==> src/rtl/key_repeat_pkg.sv <==
// Shared definitions for the key auto-repeat block.
//   ch_state_e        : per-channel FSM state
//   BTN_*             : channel index of each game button
//   DEFAULT_*_CYC     : default initial-delay and repeat-period in clk cycles
//   max_u()           : larger of two unsigned ints (used for counter sizing)
package key_repeat_pkg;

    typedef enum logic [1:0] {
        StIdle,
        StDelay,
        StRepeat,
        StWaitRel
    } ch_state_e;

    localparam int unsigned BTN_LEFT  = 0;
    localparam int unsigned BTN_RIGHT = 1;
    localparam int unsigned BTN_ROT   = 2;
    localparam int unsigned BTN_DOWN  = 3;

    localparam int unsigned DEFAULT_DELAY_CYC = 25_000_000;
    localparam int unsigned DEFAULT_RATE_CYC  = 8_000_000;

    function automatic int unsigned max_u(input int unsigned a, input int unsigned b);
        return (a > b) ? a : b;
    endfunction

endpackage

==> src/rtl/key_repeat_ch.sv <==
// One auto-repeat channel: turns a held button level into move strobes.
// A press gives an immediate strobe; if REPEAT is set, a second strobe
// follows DELAY_CYC cycles later and then one every RATE_CYC cycles.
//   clk   : system clock
//   rst   : synchronous active-high reset
//   en    : game-active qualifier; low forces the channel idle
//   btn   : debounced button level, synchronous to clk
//   pulse : registered single-cycle move strobe
//   held  : registered, high while the channel is not idle
module key_repeat_ch
    import key_repeat_pkg::*;
#(
    parameter int unsigned DELAY_CYC = DEFAULT_DELAY_CYC,
    parameter int unsigned RATE_CYC  = DEFAULT_RATE_CYC,
    parameter bit          REPEAT    = 1'b1
) (
    input  logic clk,
    input  logic rst,
    input  logic en,
    input  logic btn,
    output logic pulse,
    output logic held
);

    localparam int unsigned CNT_W = $clog2(max_u(DELAY_CYC, RATE_CYC));
    localparam logic [CNT_W-1:0] DELAY_LAST = CNT_W'(DELAY_CYC - 1);
    localparam logic [CNT_W-1:0] RATE_LAST  = CNT_W'(RATE_CYC - 1);

    ch_state_e        state_q;
    logic [CNT_W-1:0] cnt_q;
    logic             pulse_q;
    logic             held_q;

    always_ff @(posedge clk) begin
        if (rst || !en) begin
            state_q <= StIdle;
            cnt_q   <= '0;
            pulse_q <= 1'b0;
            held_q  <= 1'b0;
        end else if (state_q != StIdle && !btn) begin
            // Release wins over a coinciding terminal count: no strobe.
            state_q <= StIdle;
            cnt_q   <= '0;
            pulse_q <= 1'b0;
            held_q  <= 1'b0;
        end else begin
            pulse_q <= 1'b0;
            unique case (state_q)
                StIdle: begin
                    if (btn) begin
                        pulse_q <= 1'b1;
                        cnt_q   <= '0;
                        held_q  <= 1'b1;
                        state_q <= REPEAT ? StDelay : StWaitRel;
                    end else begin
                        held_q  <= 1'b0;
                    end
                end
                StDelay: begin
                    if (cnt_q == DELAY_LAST) begin
                        pulse_q <= 1'b1;
                        cnt_q   <= '0;
                        state_q <= StRepeat;
                    end else begin
                        cnt_q   <= cnt_q + CNT_W'(1);
                    end
                end
                StRepeat: begin
                    if (cnt_q == RATE_LAST) begin
                        pulse_q <= 1'b1;
                        cnt_q   <= '0;
                    end else begin
                        cnt_q   <= cnt_q + CNT_W'(1);
                    end
                end
                StWaitRel: begin
                    cnt_q <= '0;
                end
                default: begin
                    state_q <= StIdle;
                    cnt_q   <= '0;
                    held_q  <= 1'b0;
                end
            endcase
        end
    end

    assign pulse = pulse_q;
    assign held  = held_q;

endmodule

==> src/rtl/key_repeat.sv <==
// Key auto-repeat for N_BTN independent button channels.
//   clk   : system clock
//   rst   : synchronous active-high reset
//   en    : game-active qualifier
//   btn   : [N_BTN] debounced button levels
//   pulse : [N_BTN] single-cycle move-request strobes
//   held  : [N_BTN] high while the channel is not idle
module key_repeat
    import key_repeat_pkg::*;
#(
    parameter int unsigned      N_BTN       = 4,
    parameter int unsigned      DELAY_CYC   = DEFAULT_DELAY_CYC,
    parameter int unsigned      RATE_CYC    = DEFAULT_RATE_CYC,
    parameter logic [N_BTN-1:0] REPEAT_MASK = N_BTN'(4'b1011)
) (
    input  logic             clk,
    input  logic             rst,
    input  logic             en,
    input  logic [N_BTN-1:0] btn,
    output logic [N_BTN-1:0] pulse,
    output logic [N_BTN-1:0] held
);

    for (genvar i = 0; i < N_BTN; i++) begin : g_ch
        key_repeat_ch #(
            .DELAY_CYC (DELAY_CYC),
            .RATE_CYC  (RATE_CYC),
            .REPEAT    (REPEAT_MASK[i])
        ) u_ch (
            .clk   (clk),
            .rst   (rst),
            .en    (en),
            .btn   (btn[i]),
            .pulse (pulse[i]),
            .held  (held[i])
        );
    end

endmodule

==> config.mk <==
export PLATFORM = sky130hd
export DESIGN_NAME = key_repeat
export DESIGN_NICKNAME = d
export VERILOG_FILES = /design/src/rtl/key_repeat_pkg.sv /design/src/rtl/key_repeat_ch.sv /design/src/rtl/key_repeat.sv
export SDC_FILE = /design/constraint.sdc
export NUM_CORES = 1
export LEC_CHECK = 0
export ABC_AREA = 1
export CAP_MARGIN = 20
export CORE_AREA = 2 2 148 164
export DETAILED_ROUTE_END_ITERATION = 8
export DIE_AREA = 0 0 150 166
export DONT_BUFFER_PORTS = 1
export SETUP_SLACK_MARGIN = 0.1
export SLEW_MARGIN = 10
export SYNTH_ARGS = -nofsm -noshare
export SYNTH_HDL_FRONTEND = slang
export SYNTH_HIERARCHICAL = 1
export SYNTH_SLANG_ARGS = --single-unit
==> constraint.sdc <==
create_clock -name clk -period 2.2 [get_ports clk]
set_clock_uncertainty 0.05 [all_clocks]
set_input_delay 0.44 -clock clk [delete_from_list [all_inputs] [get_ports clk]]
set_output_delay 0.44 -clock clk [all_outputs]
set_load 0.005 [all_outputs]
# [Yosys cells after proc, flatten, opt, wreduce, memory -nomap -nowiden]
# Cells that the tools add are included.
[totals] out_inout_bits=8 ff_bits=116 wordCells=122 input_bits=7
[op_classes] mux=44 add_sub_neg=4 eq_ne=28 reduce_logical=30
[op_table] op="$pmux 25 s4" count=4
[op_table] op="$mux 25" count=12
[op_table] op="$add 25x1->25 const B" count=4
[op_table] op="$eq 25x23->1 const B" count=4
[op_table] op="$eq 25x25->1 const B" count=4
[op_table] op="$eq 2x2->1 const B" count=8
[op_table] op="$mux 2" count=8
[op_table] op="$pmux 2 s2" count=4
[op_table] op="$reduce_bool 2->1" count=8
[op_table] op="$mux 1" count=12
[op_table] op="$pmux 1 s3" count=4
[op_table] op="$reduce_and 3->1" count=4
[op_table] op="$eq 2x1->1 const B" count=4
[op_table] op="$logic_not 2->1" count=4
[op_table] op="$ne 2x1->1 const B" count=4
[op_table] op="$ne 2x2->1 const B" count=4
[op_table] op="$reduce_or 2->1" count=4
[op_table] op="$logic_not 1->1" count=5
[op_table] op="$logic_and 1x1->1" count=4
[op_table] op="$logic_or 1x1->1" count=1

# [Longest topological paths before layout]
# Gate-level depths: netlist (run 1).
[logic_depth] ltp_word=3 ltp_mapped=12 mapped_depth_nobuf=11

# [Cells and area by module]
# The synthesis (run 1) kept the hierarchy.
[modules_own_cells] mod="key_repeat_ch (g_ch[0].u_ch ...)" seq_area_each_um2=580.6 cells_per_inst=326 area_each_um2=1989.4 instances=2
[modules_own_cells] mod="key_repeat_ch (g_ch[3].u_ch)" seq_area_each_um2=580.6 cells_per_inst=332 area_each_um2=2034.5 instances=1
[modules_own_cells] mod="key_repeat_ch (g_ch[2].u_ch)" seq_area_each_um2=580.6 cells_per_inst=312 area_each_um2=2014.4 instances=1

# [Worst setup path after synthesis (run 1)]
# No wires, ideal clock.
[synth_path] path_kind="reg-to-reg" from="register g_ch[2].u_ch.state_q[0]" to="register g_ch[2].u_ch.cnt_q[6]" setup_ps=71 arrival_ps=1502 path_buffers=1 required_ps=2079 period_less_slack_ps=1623 path_slack_ps=577 path_stages_with_launch=9 cell_sequence="dfxtp_1 inv_1 ha_1 inv_1 nor2_2 nor2_1 buf_4 nand3_1 a21oi_1"
[synth_via] elab_chain_cells=3 elab_cells_between_ends=9 classes_between="eq/ne (4); mux (1); reduce/logical (4)"
[synth_rtl] item="start, declared" line_no="key_repeat_ch.sv:29" text="ch_state_e state_q;"
[synth_rtl] item="start signal, assigned" line_no="key_repeat_ch.sv:36" text="state_q <= StIdle;"
[synth_rtl] item="start signal, assigned" line_no="key_repeat_ch.sv:42" text="state_q <= StIdle;"
[synth_rtl] item="start signal, assigned" line_no="key_repeat_ch.sv:54" text="state_q <= REPEAT ? StDelay : StWaitRel;"
[synth_rtl] item="parallel branches: the longest is 3 deep, another holds $pmux 25 s4"
[synth_rtl] item="end signal, assigned" line_no="key_repeat_ch.sv:65" text="cnt_q <= cnt_q + CNT_W'(1);"
[synth_rtl] item="end signal, assigned" line_no="key_repeat_ch.sv:73" text="cnt_q <= cnt_q + CNT_W'(1);"
[synth_rtl] item="end, declared" line_no="key_repeat_ch.sv:30" text="logic [CNT_W-1:0] cnt_q;"
# Parallel ways; which one is timed is not known.
# A chain may end at the register's enable or synchronous reset.

# [Worst setup path after layout (run 1)]
[layout_path] from="register g_ch[2].u_ch.cnt_q[1]" to="register g_ch[2].u_ch.cnt_q[23]"
[layout_via] elab_chain_cells=3 elab_cells_between_ends=6 classes_between="add/sub (1); eq/ne (2); mux (3)"
[layout_rtl] item="$add 25x1->25, or another cell as far along" line_no="key_repeat_ch.sv:65, key_repeat_ch.sv:73"
[layout_rtl] item="$mux 25, on equally long branches" line_no="key_repeat_ch.sv:69, key_repeat_ch.sv:60"
[layout_rtl] item="$pmux 25 s4 *" line_no="key_repeat_ch.sv:48" text="unique case (state_q)"
# Mark *: on every way between the ends. The rest lies on a longest branch, timed or not.

==> results of run 1 <==
## sequential cells by signal, summed over array words and instances (netlist names)
| signal | cells |
|---|---|
| g_ch.u_ch/cnt_q | 100 |
| g_ch.u_ch/held | 4 |
| g_ch.u_ch/pulse | 4 |
| g_ch.u_ch/state_q | 8 |
## how the worst min path moves through the flow
stage                          startpoint                    end  slack [ps]  cells after the start
finish                             btn[1]      g_ch[1].u_ch/held         160                      2
global route                       btn[1]      g_ch[1].u_ch/held         150                      2
CTS                                btn[1]      g_ch[1].u_ch/held         140                      2
detailed placement  g_ch[0].u_ch/cnt_q[0]  g_ch[0].u_ch/cnt_q[0]         430                      2
global placement    g_ch[3].u_ch/cnt_q[1]  g_ch[3].u_ch/cnt_q[1]         430                      2
floorplan               g_ch[0].u_ch/held      g_ch[0].u_ch/held         410                      2
## power groups by stage
stage / sequential [mW] / clock, mW / combinational, mW
after floorplan: 2.17 / 0 / 0.302
after global placement: 2.18 / 0 / 0.395
after detailed placement: 2.18 / 0 / 0.397
after CTS: 2.13 / 2.65 / 0.398
after global routing: 2.13 / 2.74 / 0.437
final: 2.13 / 2.58 / 0.394
## synth_stat cells (all sizes together)
master	count
dfxtp	116
nor4	1
nor3	17
nand3	152
nand2	384
inv	165
xnor2	6
xor2	32
a21oi	116
buf	29
and2	2
ha	20
clkinv	1
nand3b	12
nor2	180
o21ai	30
clkbuf	13
nand4	18
o211ai	2
## area by class of cell
class | count | area share, %
clock buffer | 26 | 5.51
clock inverter | 5 | 0.563
inverter | 166 | 7.01
multi-input combinational | 972 | 54.4
sequential | 116 | 26.1
tap | 305 | 4.29
timing repair buffer | 23 | 2.08
## worst reg2reg max path: cells and delay by family (launching register included)
kind / cells / cell delay (ps)
AND/OR/NAND/NOR: 8 / 1050
AO/OA/AOI/OAI: 1 / 70
adder cells (fa/ha/maj): 1 / 220
flip-flops: 1 / 350
## layer usage
layer  share of wire, %  up-vias  global-route usage [%]
li1                   -     4115                       -
met1                 49     3492                    21.1
met2                 48       88                    28.6
met3                2.7       15                    2.86
met4               0.85        0                    4.55
met5                  0        -                       0
## logic make-up (layout without fill, tap and decap cells)
logic type,after synthesis,in the layout
buffers and inverters,208,220
AND/OR/NAND/NOR,766,766
flip-flops,116,116
XOR/XNOR,38,38
adder cells (fa/ha/maj),20,20
AO/OA/AOI/OAI,148,148
==> impl_results.md, run 1 <==
* Crit-path slowest cell: dfxtp_1
* Max incr delay on CP at approximately 350 ps
* Yosys reg bits at about 120
* Worst setup SP type: register
* Rows at 59
* Synth Area in Compound Gates at under 10%
* Largest net degree at the start of global routing at 26
* CP Data Required Time at about 2400 ps
* Crit path capture: g_ch[2].u_ch/cnt_q[23]
* Post-layout util at a little under two fifths
* Multi-input logic area at around 0.0048 mm²
* Post-synth top area cell: dfxtp_1
* Die W at approximately 150 µm
* Cells after synthesis at approximately 1.3k
* Clk_lat worst skew at 420 ps
* Initial antenna violation count at 0
* Pre-Repair DR Iteration Count at 5
* Diode count at 0
* Clock transition at path regs at around 50 ps
* Fin. Hold Viols at 0
* Hpwl dp at between 10000 and 15000 µm
* Cell Pwr Density at about 570 mW/mm²
* ANT nets after route at 0
* Final setup viols at 0
* GRT Util Overall at about 17%
* Reg2Reg Setup Slack at between 300 and 400 ps
* Max Freq at between 0.5 and 0.6 GHz
* Worst setup startpoint: g_ch[2].u_ch/cnt_q[1]
* Starting DRT DRC Count at slightly above 400
* Yosys top cell area share at 28.9%
* R2R cell count at 10
* Initial core utilization at 34.4%
* Number of H-tree levels at 4
* Post-Syn Nets at between 1k and 1.5k
* Worst min-delay path category: input pin to register
* Fin area at between 0.008 and 0.009 mm²
* CP bufs+invs at 0
* RSZ-0062 raised after global routing: no
* Final worst path period share at about 84%
* DIE AREA at 0.0249 mm²
* Largest family of logic cells by synthesized area: simple AND/OR/NAND/NOR gates
* Placed cell count at around 1.6k
* Adder-cell area share of the yosys netlist at approximately 3.1%
* Max-slew violations at 0
* Vias per cell at 4.78
* Mux share of post-synthesis cell area at 0%
* CTS buffer count at 17
* Synth Area in Simple Gates at a little over two fifths
* Commonest non-fill, non-tap cell in the layout: nand2_1
* Sequential Power Share at a little over two fifths
* Storage cell area at 0.00232 mm²
* XOR/XNOR Fraction of Synth Area at 4.15%
* NumNets Final at around 1.3k
* Number of global-route vias before repair at around 7.5k
* Syn Area/Cell at just over 6 µm²
* Post-Syn Area at between 0.008 and 0.009 mm²
* Top delay family on crit path: simple AND/OR/NAND/NOR gates
* YS warnings at 6
* Top cells by area, synth: dfxtp_1 29%, nand2_1 17%, nand3_1 8.5%
* Clk buf depth at 2
* RR Startpoint: g_ch[2].u_ch/cnt_q[1]
* IO Pins at 15
* Commonest cells after routing, fill and taps aside: 358 x nand2_1, 160 x inv_1, 150 x nor2_1
* Cell mode on critical path: nand2_2
* Rel. slew slack at between 50% and 60%
* Synth cell types at 32
* Final cell count without fillers at roughly 1.6k
* Worst setup path class: register to register
* I/O Buffers at 0
* Hold Slack at 158 ps
* Total power at between 5 and 6 mW
* DR WL/cell at approximately 12 µm
* Filler cells at roughly 2.6k
* Peak supply drop at about 0.5 mV
* First-pass GRT wire length at around 35000 µm
* Net load switching power at between 1 and 1.5 mW
* GP Congestion at roughly 0.87
* Logic pwr share at 7.7%
* Register area share after synthesis at 28.9%
* Worst-Margin Slew at 598 ps
* Clock share of power at about half
* Sum of negative setup slack at 0 ps
* Core area at between 0.02 and 0.025 mm²
* Synthesis-to-layout area growth at 10.7%
* DP Area at approximately 0.0083 mm²
* P_int at roughly 3.8 mW
* # DRC at 0
* Min Tclk post-route at between 1500 and 2000 ps
* Net Sw Frac at 24.7%
* Levels on crit path at 10
* Pre-CTS setup slack at between 300 and 400 ps
* Critical Path, Cell by Cell: ha_1, nand2_2, nor2_4, nand2_2, nor2_1, nand3_1, nand2_2, nand2_4, nand3_1, a21oi_1
* CTS Hold Buffers Added at 0
* Post-CTS Setup Repair Bufs at 0
* CTS Sinks at 116
* Post_cts resized at 0
* Critical Path End Type: register
* CTS tree: done
* Max Cap Viol at 0
* WL final at between 15000 and 20000 µm
* CP max FO at 25
* Final WS setup at 348 ps
* Worst EP arrival at ~2100 ps
* Leak at around 3.3 nW
* Die Span Y at between 150 and 200 µm
* Root Driver: clkbuf_16
* Vias at 7710
* Fraction of layout cells with a size suffix above 1 at approximately a tenth
* RR Endpoint: g_ch[2].u_ch/cnt_q[23]
* Status: complete, no violations
* Grt total ovfl at 0
Power figures use the tool's default switching activity.
==> run 2: changes to the inputs <==
clock period = 1.6 ns   (was 2.2 ns; I/O delays follow)
==> impl_results.md, run 2 (same netlist as run 1, synthesis figures left out) <==
* Leak at 4.44 nW (was 3.27 nW)
* Final WS setup at -49.0 ps (was 348 ps)
* RR Startpoint: g_ch[2].u_ch/cnt_q[1] (unchanged)
* CTS Hold Buffers Added at 0 (unchanged)
* Clk_lat worst skew at 430 ps (was 420 ps)
* GRT Max-Usage Layer: met2 (unchanged)
* Status: finished with violations (was complete, no violations)
* Crit-path slowest cell: dfxtp_2 (was dfxtp_1)
* M1 GR Usage at 23.3% (was 21.1%)
* # DRC at 0 (unchanged)
* First-pass GRT wire length at 39300 µm (was 34500 µm)
* WL final at 25100 µm (was 19600 µm)
* Pre-CTS setup slack at -72.7 ps (was 333 ps)
* Hold path start: btn[3] (was btn[1])
* Core area at 0.0233 mm² (unchanged)
* Rel. slew slack at 72.5% (was 59.9%)
* Synthesis-to-layout area growth at 50.0% (was 10.7%)
* Pre-Repair DR Iteration Count at 6 (was 5)
* Global Route met2 Usage at 32.7% (was 28.6%)
* R2R cell count at 9 (was 10)
* Hpwl dp at 15100 µm (was 14100 µm)
* Clk buf depth at 2 (unchanged)
* Grt total ovfl at 0 (unchanged)
* Logic pwr share at 12.8% (was 7.7%)
* Net Sw Frac at 27.8% (was 24.7%)
* Max Cap Viol at 0 (unchanged)
* Largest regs: g_ch.u_ch/cnt_q (100), g_ch.u_ch/state_q (8) (unchanged)
* I/O Buffers at 0 (unchanged)
* IO Pins at 15 (unchanged)
* CTS buffer count at 17 (unchanged)
* DR WL/cell at 14.2 µm (was 12.2 µm)
* M3 GR Usage at 3.49% (was 2.86%)
* Worst min-delay path category: input pin to register (unchanged)
* Diode count at 0 (unchanged)
* Cell mode on critical path: buf_4 (was nand2_2)
* CTS tree: done (unchanged)
* Die Span Y at 166 µm (unchanged)
* ANT nets after route at 0 (unchanged)
* NumNets Final at 1471 (was 1323)
* Reg2Reg Setup Slack at -50 ps (was 350 ps)
* GP Congestion at 0.848 (was 0.867)
* Initial core utilization at 34.4% (unchanged)
* Sequential Power Share at 37.0% (was 41.8%)
* Commonest cells after routing, fill and taps aside: 321 x nand2_1, 143 x inv_1, 133 x buf_4 (was 358 x nand2_1, 160 x inv_1, 150 x nor2_1)
* Final worst path period share at 103% (was 84.2%)
* P_int at 5.70 mW (was 3.85 mW)
* Peak supply drop at 0.654 mV (was 0.493 mV)
* Critical Path End Type: register (unchanged)
* Max Freq at 0.606 GHz (was 0.540 GHz)
* RR Endpoint: g_ch[2].u_ch/cnt_q[12] (was g_ch[2].u_ch/cnt_q[23])
* Root Driver: clkbuf_16 (unchanged)
* Number of H-tree levels at 4 (unchanged)
* Post-layout util at 51.6% (was 38.1%)
* Worst hold stages at 2 (unchanged)
* Commonest non-fill, non-tap cell in the layout: nand2_1 (unchanged)
* Starting DRT DRC Count at 573 (was 405)
* Reg with most FFs: g_ch.u_ch/cnt_q (unchanged)
* Worst-Margin Slew at 411 ps (was 598 ps)
* GRT Util Overall at 19.1% (was 16.6%)
* Fin. Hold Viols at 0 (unchanged)
* DIE AREA at 0.0249 mm² (unchanged)
* Fraction of layout cells with a size suffix above 1 at 42.8% (was 9.63%)
* Clock transition at path regs at 60 ps (was 50 ps)
* Critical Path, Cell by Cell: ha_4, nand2_4, nor2_4, buf_4, nand3_4, buf_4, xor2_1, nand3_2, a21oi_2 (was ha_1, nand2_2, nor2_4, nand2_2, nor2_1, nand3_1, nand2_2, nand2_4, nand3_1, a21oi_1)
* Filler cells at 2164 (was 2625)
* Vias at 8880 (was 7710)
* Worst setup SP type: register (unchanged)
* Max incr delay on CP at 350 ps (about the same)
* Die W at 150 µm (unchanged)
* Max reg flops at 100 (unchanged)
* CP Data Required Time at 1910 ps (was 2440 ps)
* Vias per cell at 5.04 (was 4.78)
* CP max FO at 7 (was 25)
* CTS Sinks at 116 (unchanged)
* Worst EP arrival at 1960 ps (was 2090 ps)
* Min Tclk post-route at 1650 ps (was 1850 ps)
* Max-slew violations at 0 (unchanged)
* Clock share of power at 50.2% (was 50.5%)
* Largest net degree at the start of global routing at 26 (unchanged)
* Net load switching power at 2.19 mW (was 1.26 mW)
* Initial antenna violation count at 0 (unchanged)
* Rows at 59 (unchanged)
* Number of global-route vias before repair at 8392 (was 7461)
* Final setup viols at 2 (was 0)
* Worst setup path class: register to register (unchanged)
* Cell Pwr Density at 656 mW/mm² (was 575 mW/mm²)
* Hold Path End: g_ch[3].u_ch/held (was g_ch[1].u_ch/held)
* RSZ-0062 raised after global routing: yes (was no)
* Failing checks: setup timing
## run 2: changes by cell type in the layout (fill, tap and decap cells not counted), moves of 42 or more
cell and change:
nand3_2 +66, nor2_1 -42, nand3_1 -84, dfxtp_2 +52, a21oi_1 -81, a21oi_2 +81, dfxtp_1 -58, buf_4 +111
## run 2: worst max-delay path by stage
| stage | cells after the start | from | endpoint | slack (ps) |
|---|---|---|---|---|
| floorplan | 11 | g_ch[2].u_ch/cnt_q[1] | g_ch[2].u_ch/cnt_q[12] | 50 |
| finish | 9 | g_ch[2].u_ch/cnt_q[1] | g_ch[2].u_ch/cnt_q[12] | -50 |
| global placement | 10 | g_ch[0].u_ch/cnt_q[1] | g_ch[0].u_ch/cnt_q[23] | -40 |
| detailed placement | 11 | g_ch[2].u_ch/cnt_q[1] | g_ch[2].u_ch/cnt_q[6] | -70 |
| global route | 10 | g_ch[3].u_ch/cnt_q[15] | g_ch[3].u_ch/cnt_q[10] | -110 |
| CTS | 9 | g_ch[2].u_ch/cnt_q[1] | g_ch[2].u_ch/cnt_q[12] | 0.1 |
## run 2: area by class of cell
| cell class | count | area [µm²] | area share, % |
|---|---|---|---|
| flip-flops and latches | 116 | 2410 | 20.0 |
| multi-input cells | 981 | 6580 | 54.6 |
| well taps | 305 | 382 | 3.17 |
| inverters | 166 | 643 | 5.34 |
| clock buffers | 17 | 425 | 3.53 |
| repair buffers | 162 | 1420 | 11.8 |
| clock inverters | 15 | 180 | 1.50 |
## run 2: power by group through the flow
stage	sequential [mW]	combinational, mW	clock, mW
floorplan	2.99	0.432	0
global placement	2.99	0.657	0
detailed placement	2.99	0.656	0
CTS	2.93	0.861	4.02
global route	2.92	1.07	4.17
finish	2.92	1.01	3.97
## run 2: metal layers
metal	up-vias	wire (µm)	share of wire [%]
li1	4417	-	-
met1	4196	10600	42
met2	202	12700	51
met3	65	1040	4.1
met4	0	733	2.9
met5	-	0	0
## run 2: timing repair
item | CTS | global route
gates cloned | 10 | 1
setup buffers | 9 | 11
setup endpoints to repair | 109 | 115
gates resized for setup | 180 | 282
pin swaps | 62 | 73
## run 2: worst max-delay path, delay by kind of cell (launching register included)
kind	cells	cell delay, ps
AOI/OAI and AO/OA	1	150
xor gates and xnor gates	1	150
adders and majority gates	1	150
buffers and inverters	2	320
DFF	1	350
and+or+nand+nor	4	410
## run 2: through the flow
stage	cells	hold slack [ps]	cell area [µm²]	setup TNS [ps]	total power, mW
finish	1762	52.9	12000	-62.2	7.90
global route	1762	64.5	12000	-4590	8.15
CTS	1751	8.48	10900	0	7.81
detailed placement	1700	433	9400	-2800	3.65
global placement	1700	426	9400	-938	3.65
floorplan	1296	410	8130	0	3.42
==> run 3: changes to the inputs <==
SLEW_MARGIN = unset   (was 10)
==> results of run 3 <==
The final DEF is identical to that of run 2; final timing and power are the same.
